<file path="config.mk">
export PLATFORM = sky130hd
export DESIGN_NAME = mem_port_arbiter
export DESIGN_NICKNAME = d
export VERILOG_FILES = /design/src/rtl/mem_port_arbiter.sv
export SDC_FILE = /design/constraint.sdc
export NUM_CORES = 1
export LEC_CHECK = 0
export CAP_MARGIN = 20
export CORE_MARGIN = 4
export CORE_UTILIZATION = 34
export CTS_BUF_LIST = sky130_fd_sc_hd__clkbuf_8 sky130_fd_sc_hd__clkbuf_16
export CTS_CLUSTER_DIAMETER = 150
export DETAILED_ROUTE_END_ITERATION = 8
export GPL_TIMING_DRIVEN = 0
export PLACE_DENSITY = 0.88
export SYNTH_ARGS = -nofsm -noshare
export SYNTH_HDL_FRONTEND = slang
export SYNTH_SLANG_ARGS = --single-unit
export TNS_END_PERCENT = 20
</file>
<file path="constraint.sdc">
create_clock -name clk -period 1.3 [get_ports clk]
set_input_delay 0.325 -clock clk [delete_from_list [all_inputs] [get_ports clk]]
set_output_delay 0.325 -clock clk [all_outputs]
set_load 0.03 [all_outputs]
</file>
<file path="src/rtl/mem_port_arbiter.sv">
// rtl/mem_port_arbiter.sv - CPU/external arbiter for the shared single-port synchronous-read memory
// Define ARB_ROUND_ROBIN_EN for round-robin tie-break; default build uses fixed CPU priority.
module mem_port_arbiter #(
  parameter int WIDTH      = 16,
  parameter int ADDR_WIDTH = 16,
  parameter int MAX_BURST  = 4
) (
  input  logic                  clk,
  input  logic                  reset,
  input  logic                  cpu_req,
  input  logic                  cpu_we,
  input  logic [ADDR_WIDTH-1:0] cpu_addr,
  input  logic [WIDTH-1:0]      cpu_wdata,
  output logic                  cpu_ready,
  output logic                  cpu_rvalid,
  output logic [WIDTH-1:0]      cpu_rdata,
  input  logic                  ext_req,
  input  logic                  ext_we,
  input  logic [ADDR_WIDTH-1:0] ext_addr,
  input  logic [WIDTH-1:0]      ext_wdata,
  input  logic                  ext_lock,
  output logic                  ext_gnt,
  output logic                  ext_rvalid,
  output logic [WIDTH-1:0]      ext_rdata,
  output logic [ADDR_WIDTH-1:0] mem_addr,
  output logic [WIDTH-1:0]      mem_wdata,
  output logic                  mem_we,
  input  logic [WIDTH-1:0]      mem_rdata
);

  localparam int            BW      = $clog2(MAX_BURST + 1);
  localparam logic [BW-1:0] MAX_CNT = BW'(MAX_BURST);

  typedef enum logic [1:0] {IDLE, CPU_ACC, EXT_ACC} state_t;

  state_t        state;
  logic [BW-1:0] burst_cnt;
  logic          last_ext;
  logic          tie_cpu;
  logic          lock_win;
  logic          grant_cpu;
  logic          grant_ext;

`ifdef ARB_ROUND_ROBIN_EN
  // Last-served pointer; resets to EXT so the CPU takes the first tie.
  logic rr_last_ext;

  always_ff @(posedge clk or negedge reset) begin
    if (!reset) begin
      rr_last_ext <= 1'b1;
    end else if (state == IDLE && (grant_cpu || grant_ext)) begin
      rr_last_ext <= grant_ext;
    end
  end

  assign tie_cpu = rr_last_ext;
`else
  assign tie_cpu = 1'b1;
`endif

  always_comb begin
    lock_win  = last_ext && ext_lock && ext_req && (burst_cnt < MAX_CNT);
    grant_cpu = !lock_win && cpu_req && (!ext_req || tie_cpu);
    grant_ext = ext_req && !grant_cpu;
  end

  always_ff @(posedge clk or negedge reset) begin
    if (!reset) begin
      state      <= IDLE;
      burst_cnt  <= '0;
      last_ext   <= 1'b0;
      cpu_ready  <= 1'b0;
      ext_gnt    <= 1'b0;
      cpu_rvalid <= 1'b0;
      ext_rvalid <= 1'b0;
      mem_we     <= 1'b0;
      mem_addr   <= '0;
      mem_wdata  <= '0;
    end else begin
      cpu_ready  <= 1'b0;
      ext_gnt    <= 1'b0;
      cpu_rvalid <= 1'b0;
      ext_rvalid <= 1'b0;
      mem_we     <= 1'b0;
      case (state)
        IDLE: begin
          if (grant_cpu) begin
            state     <= CPU_ACC;
            cpu_ready <= 1'b1;
            mem_we    <= cpu_we;
            mem_addr  <= cpu_addr;
            mem_wdata <= cpu_wdata;
            last_ext  <= 1'b0;
            burst_cnt <= '0;
          end else if (grant_ext) begin
            state     <= EXT_ACC;
            ext_gnt   <= 1'b1;
            mem_we    <= ext_we;
            mem_addr  <= ext_addr;
            mem_wdata <= ext_wdata;
            last_ext  <= 1'b1;
            // Only grants taken while the CPU is waiting count toward the burst limit.
            if (!cpu_req) begin
              burst_cnt <= '0;
            end else if (burst_cnt != MAX_CNT) begin
              burst_cnt <= burst_cnt + 1'b1;
            end
          end else begin
            burst_cnt <= '0;
          end
        end
        CPU_ACC: begin
          state      <= IDLE;
          cpu_rvalid <= !mem_we;
        end
        EXT_ACC: begin
          state      <= IDLE;
          ext_rvalid <= !mem_we;
        end
        default: state <= IDLE;
      endcase
    end
  end

  assign cpu_rdata = cpu_rvalid ? mem_rdata : '0;
  assign ext_rdata = ext_rvalid ? mem_rdata : '0;

endmodule

</file>
==> results_dict.tcl <==
set metrics [dict create \
    tightestPinTransition_ps 537.6 \
    drt-initial-drc-count 98 \
    skew_ps 8.362 \
    r2r-end "mem_addr[8]$_DFFE_PN0P_" \
    fin_nets 521 \
    yosysUniqueCellTypes 26 \
    slew_headroom_pct 64.16 \
    port_buffers 155 \
    die_h_um 95.03 \
    fin_crit_sh_pct 116.9 \
    clkPwrFrac_pct 17.0 \
    wirelength_mm 8.928 \
    hold_viol 2 \
    post_layout_nonfiller_instances 533 \
    dp.cells 518 \
    drv_slew 0 \
    numCtsBuffers 5 \
    reg2reg_depth 5 \
    root_buffer "clkbuf_8" \
    hold_buffers 0 \
    cp_cell_sequence "clkbuf_8, and2_4, buf_6" \
    crit_path_max_fanout 6 \
    regToRegSetupSlack_ps -50 \
    hold_path.class "input pin to async pin" \
    drc_errors 0 \
    post-place-ws_ps -815.0 \
    p_leak_nw 2.030 \
    outcome "finished, violations left" \
    synth-seq-cells 43 \
    place.gp.congestion 0.7957 \
    ys.flop_type "dfrtp_1" \
    placed_cell_area_mm2 0.004290 \
    combPwrFrac_pct 50.4 \
    synthesis.area_mm2 0.002575 \
    firstDrtPassIters 4 \
    rsz0062_at_grt "yes" \
    die_w_um 95.03 \
    yosys.area.top_type "dfrtp_1" \
    synth_fp_nets 352 \
    switching_share_pct 39.08 \
    max_clock_freq_mhz 658.1 \
    grt_pass1_wl_mm 13.43 \
    setup_viol 75 \
    cp.required_ps 980 \
    areaGrowthSynthToFinish_pct 81.63 \
    cts_tree "built" \
    wire_per_inst_um 16.75 \
    coreArea_mm2 0.007292 \
    critPathMaxStageDelay_ps 470 \
    async_reset_ff_share_pct 100.0 \
    violations "negative hold slack, negative setup slack" \
    worstSetupEndpoint "ext_rdata[10]" \
    fin_setup_tns_ps -9845 \
    slowest_stage "dfrtp_2" \
    netlist.area_leader.share_pct 41.79 \
    critical_path.endpoint_type "output pin" \
    drive_gt1_share_pct 39.72 \
    die-area_mm2 0.009030 \
    synth_edf_count 0 \
    ant_nets 0 \
    syn_inst 263 \
    p_switching_mw 2.147 \
    post-route-min-period_ps 1519 \
    antenna_found_initial 1 \
    final_area_mm2 0.004677 \
    pwr-share-seq_pct 32.6 \
    timing.rr.start "state[0]$_DFFE_PN0P_" \
    yosysSeqAreaShare_pct 41.79 \
    cts_buffer_depth 2 \
    clock_sinks 43 \
    start_util_pct 35.31 \
    viasPerCell 5.051 \
    power_per_cell_area_mw_per_mm2 1175 \
    gr-total-overflow 0 \
    syn_avg_cell_area_um2 9.791 \
    worstPathArrival_ps 1190 \
    startpoint "ext_rvalid$_DFF_PN0_" \
    htree_num_levels 2 \
    power_mw 5.493 \
    synth_area_leaders "dfrtp_1 (42%), o221ai_2 (17%), and2_1 (8.0%), nand4_1 (8.0%), nand3_1 (6.8%)" \
    grt_max_degree 23 \
    crit_type "register to output pin" \
    ys_warn_count 0 \
    vias 2692 \
    cts.reportedPaths.clkPinSlew_ps 80 \
    clk_latency_ps 300 \
    io_pins 156 \
    dp_hpwl_mm 6.803 \
    holdWs_ps -0.6020 \
    rows 31 \
    critPathLaunchType "register" \
    fin_util_pct 64.14 \
    vdd_drop_max_uv 643.2 \
    layout_setup_ws_ps -219.4 \
    max_cap_violations 0 \
    grt_pass1_vias 2725 \
    p_int_mw 3.346 \
    grt.total_usage_pct 18.91 \
]
==> worst max-delay path: cells and delay by family, from the launching register on <==
kind,cells,cell delay (ps)
and+or+nand+nor,1,130
buffers and inverters,2,300
DFF,1,470
==> cell usage after synthesis (2+ instances only) <==
master,number
nand2_1,4
buf_2,4
buf_6,4
nand4_1,33
o21ai_0,2
o221ai_2,29
o221ai_1,3
nor2_1,3
clkbuf_1,19
ha_1,2
and3_1,2
dfrtp_1,43
and2_1,33
inv_1,35
nor3b_1,2
nand3_1,35
==> flip-flops by register name, summed over array words and instances (netlist names) <==
signal and flops:
ext_gnt 1, mem_we 1, last_ext 1, ext_rvalid 1
state 2, mem_wdata 16, cpu_rvalid 1, burst_cnt 3
cpu_ready 1, mem_addr 16
==> cell families after synthesis <==
group           count (synthesis)  synth area share [%]
buf+inv                        63                 10.69
flops                          43                 41.79
compound gates                 38                 19.48
simple gates                  117                 27.07
fa+ha+maj                       2                0.9717
==> worst min path at each step <==
stage	start	endpoint	slack, ps	cells after the start
floorplan	reset	burst_cnt[0]$_DFFE_PN0P_	30	0
CTS	reset	mem_wdata[6]$_DFFE_PN0P_	20	1
finish	reset	mem_wdata[9]$_DFFE_PN0P_	-0.6	1
global route	reset	mem_wdata[6]$_DFFE_PN0P_	20	1
detailed placement	reset	mem_wdata[6]$_DFFE_PN0P_	330	1
global placement	mem_we$_DFF_PN0_	ext_rvalid$_DFF_PN0_	440	1
==> power groups by stage <==
stage	clock, mW	sequential, mW	combinational [mW]
4_1_cts	0.952	1.79	2.77
5_1_grt	1.00	1.83	2.94
2_1_floorplan	0	2.32	1.01
6_report	0.934	1.79	2.77
3_5_place_dp	0	1.80	2.71
3_3_place_gp	0	1.80	2.65
==> per-layer routing <==
| metal | vias to the layer above | track usage, % | part of all wire [%] |
|---|---|---|---|
| li1 | 1288 | - | - |
| met1 | 1268 | 21.49 | 37 |
| met2 | 130 | 34.70 | 51 |
| met3 | 6 | 6.709 | 11 |
| met4 | 0 | 2.764 | 0.44 |
| met5 | - | 0 | 0 |
==> what timing repair did <==
| item | CTS | global route |
|---|---|---|
| setup endpoints to repair | 110 | 105 |
| pin swaps | 11 | 0 |
| gates resized for setup | 392 | 25 |
| setup buffers | 4 | 0 |
| cloned | 2 | 0 |
==> placed cells by master (no fill, tap or decap), types with 2 or more instances in the layout <==
cell type / netlist / layout
o221ai_1: 3 / 3
clkbuf_8: 0 / 8
buf_8: 0 / 4
buf_4: 1 / 3
and2_4: 1 / 28
buf_6: 4 / 42
dfrtp_1: 43 / 41
buf_2: 4 / 2
clkdlybuf4s50_1: 0 / 82
o221ai_2: 29 / 29
clkbuf_4: 0 / 2
dlygate4sd2_1: 0 / 3
o21ai_0: 2 / 2
clkbuf_2: 0 / 10
clkbuf_1: 19 / 4
nand3_1: 35 / 35
and3_1: 2 / 2
and2_1: 33 / 6
clkdlybuf4s15_2: 0 / 36
dfrtp_2: 0 / 2
nand4_1: 33 / 33
inv_1: 35 / 36
nand2_1: 4 / 4
nor3b_1: 2 / 2
ha_1: 2 / 2
==> final cells by class <==
type	count	area, um2
buffer	28	216.5
timing repair buffer	162	1723
clock buffer	7	96.34
antenna	1	2.502
sequential	43	1079
multi-input combinational	157	1301
tap	99	123.9
inverter	35	131.4
fill	557	2615
clock inverter	1	3.754
Power figures use the tool's default switching activity.
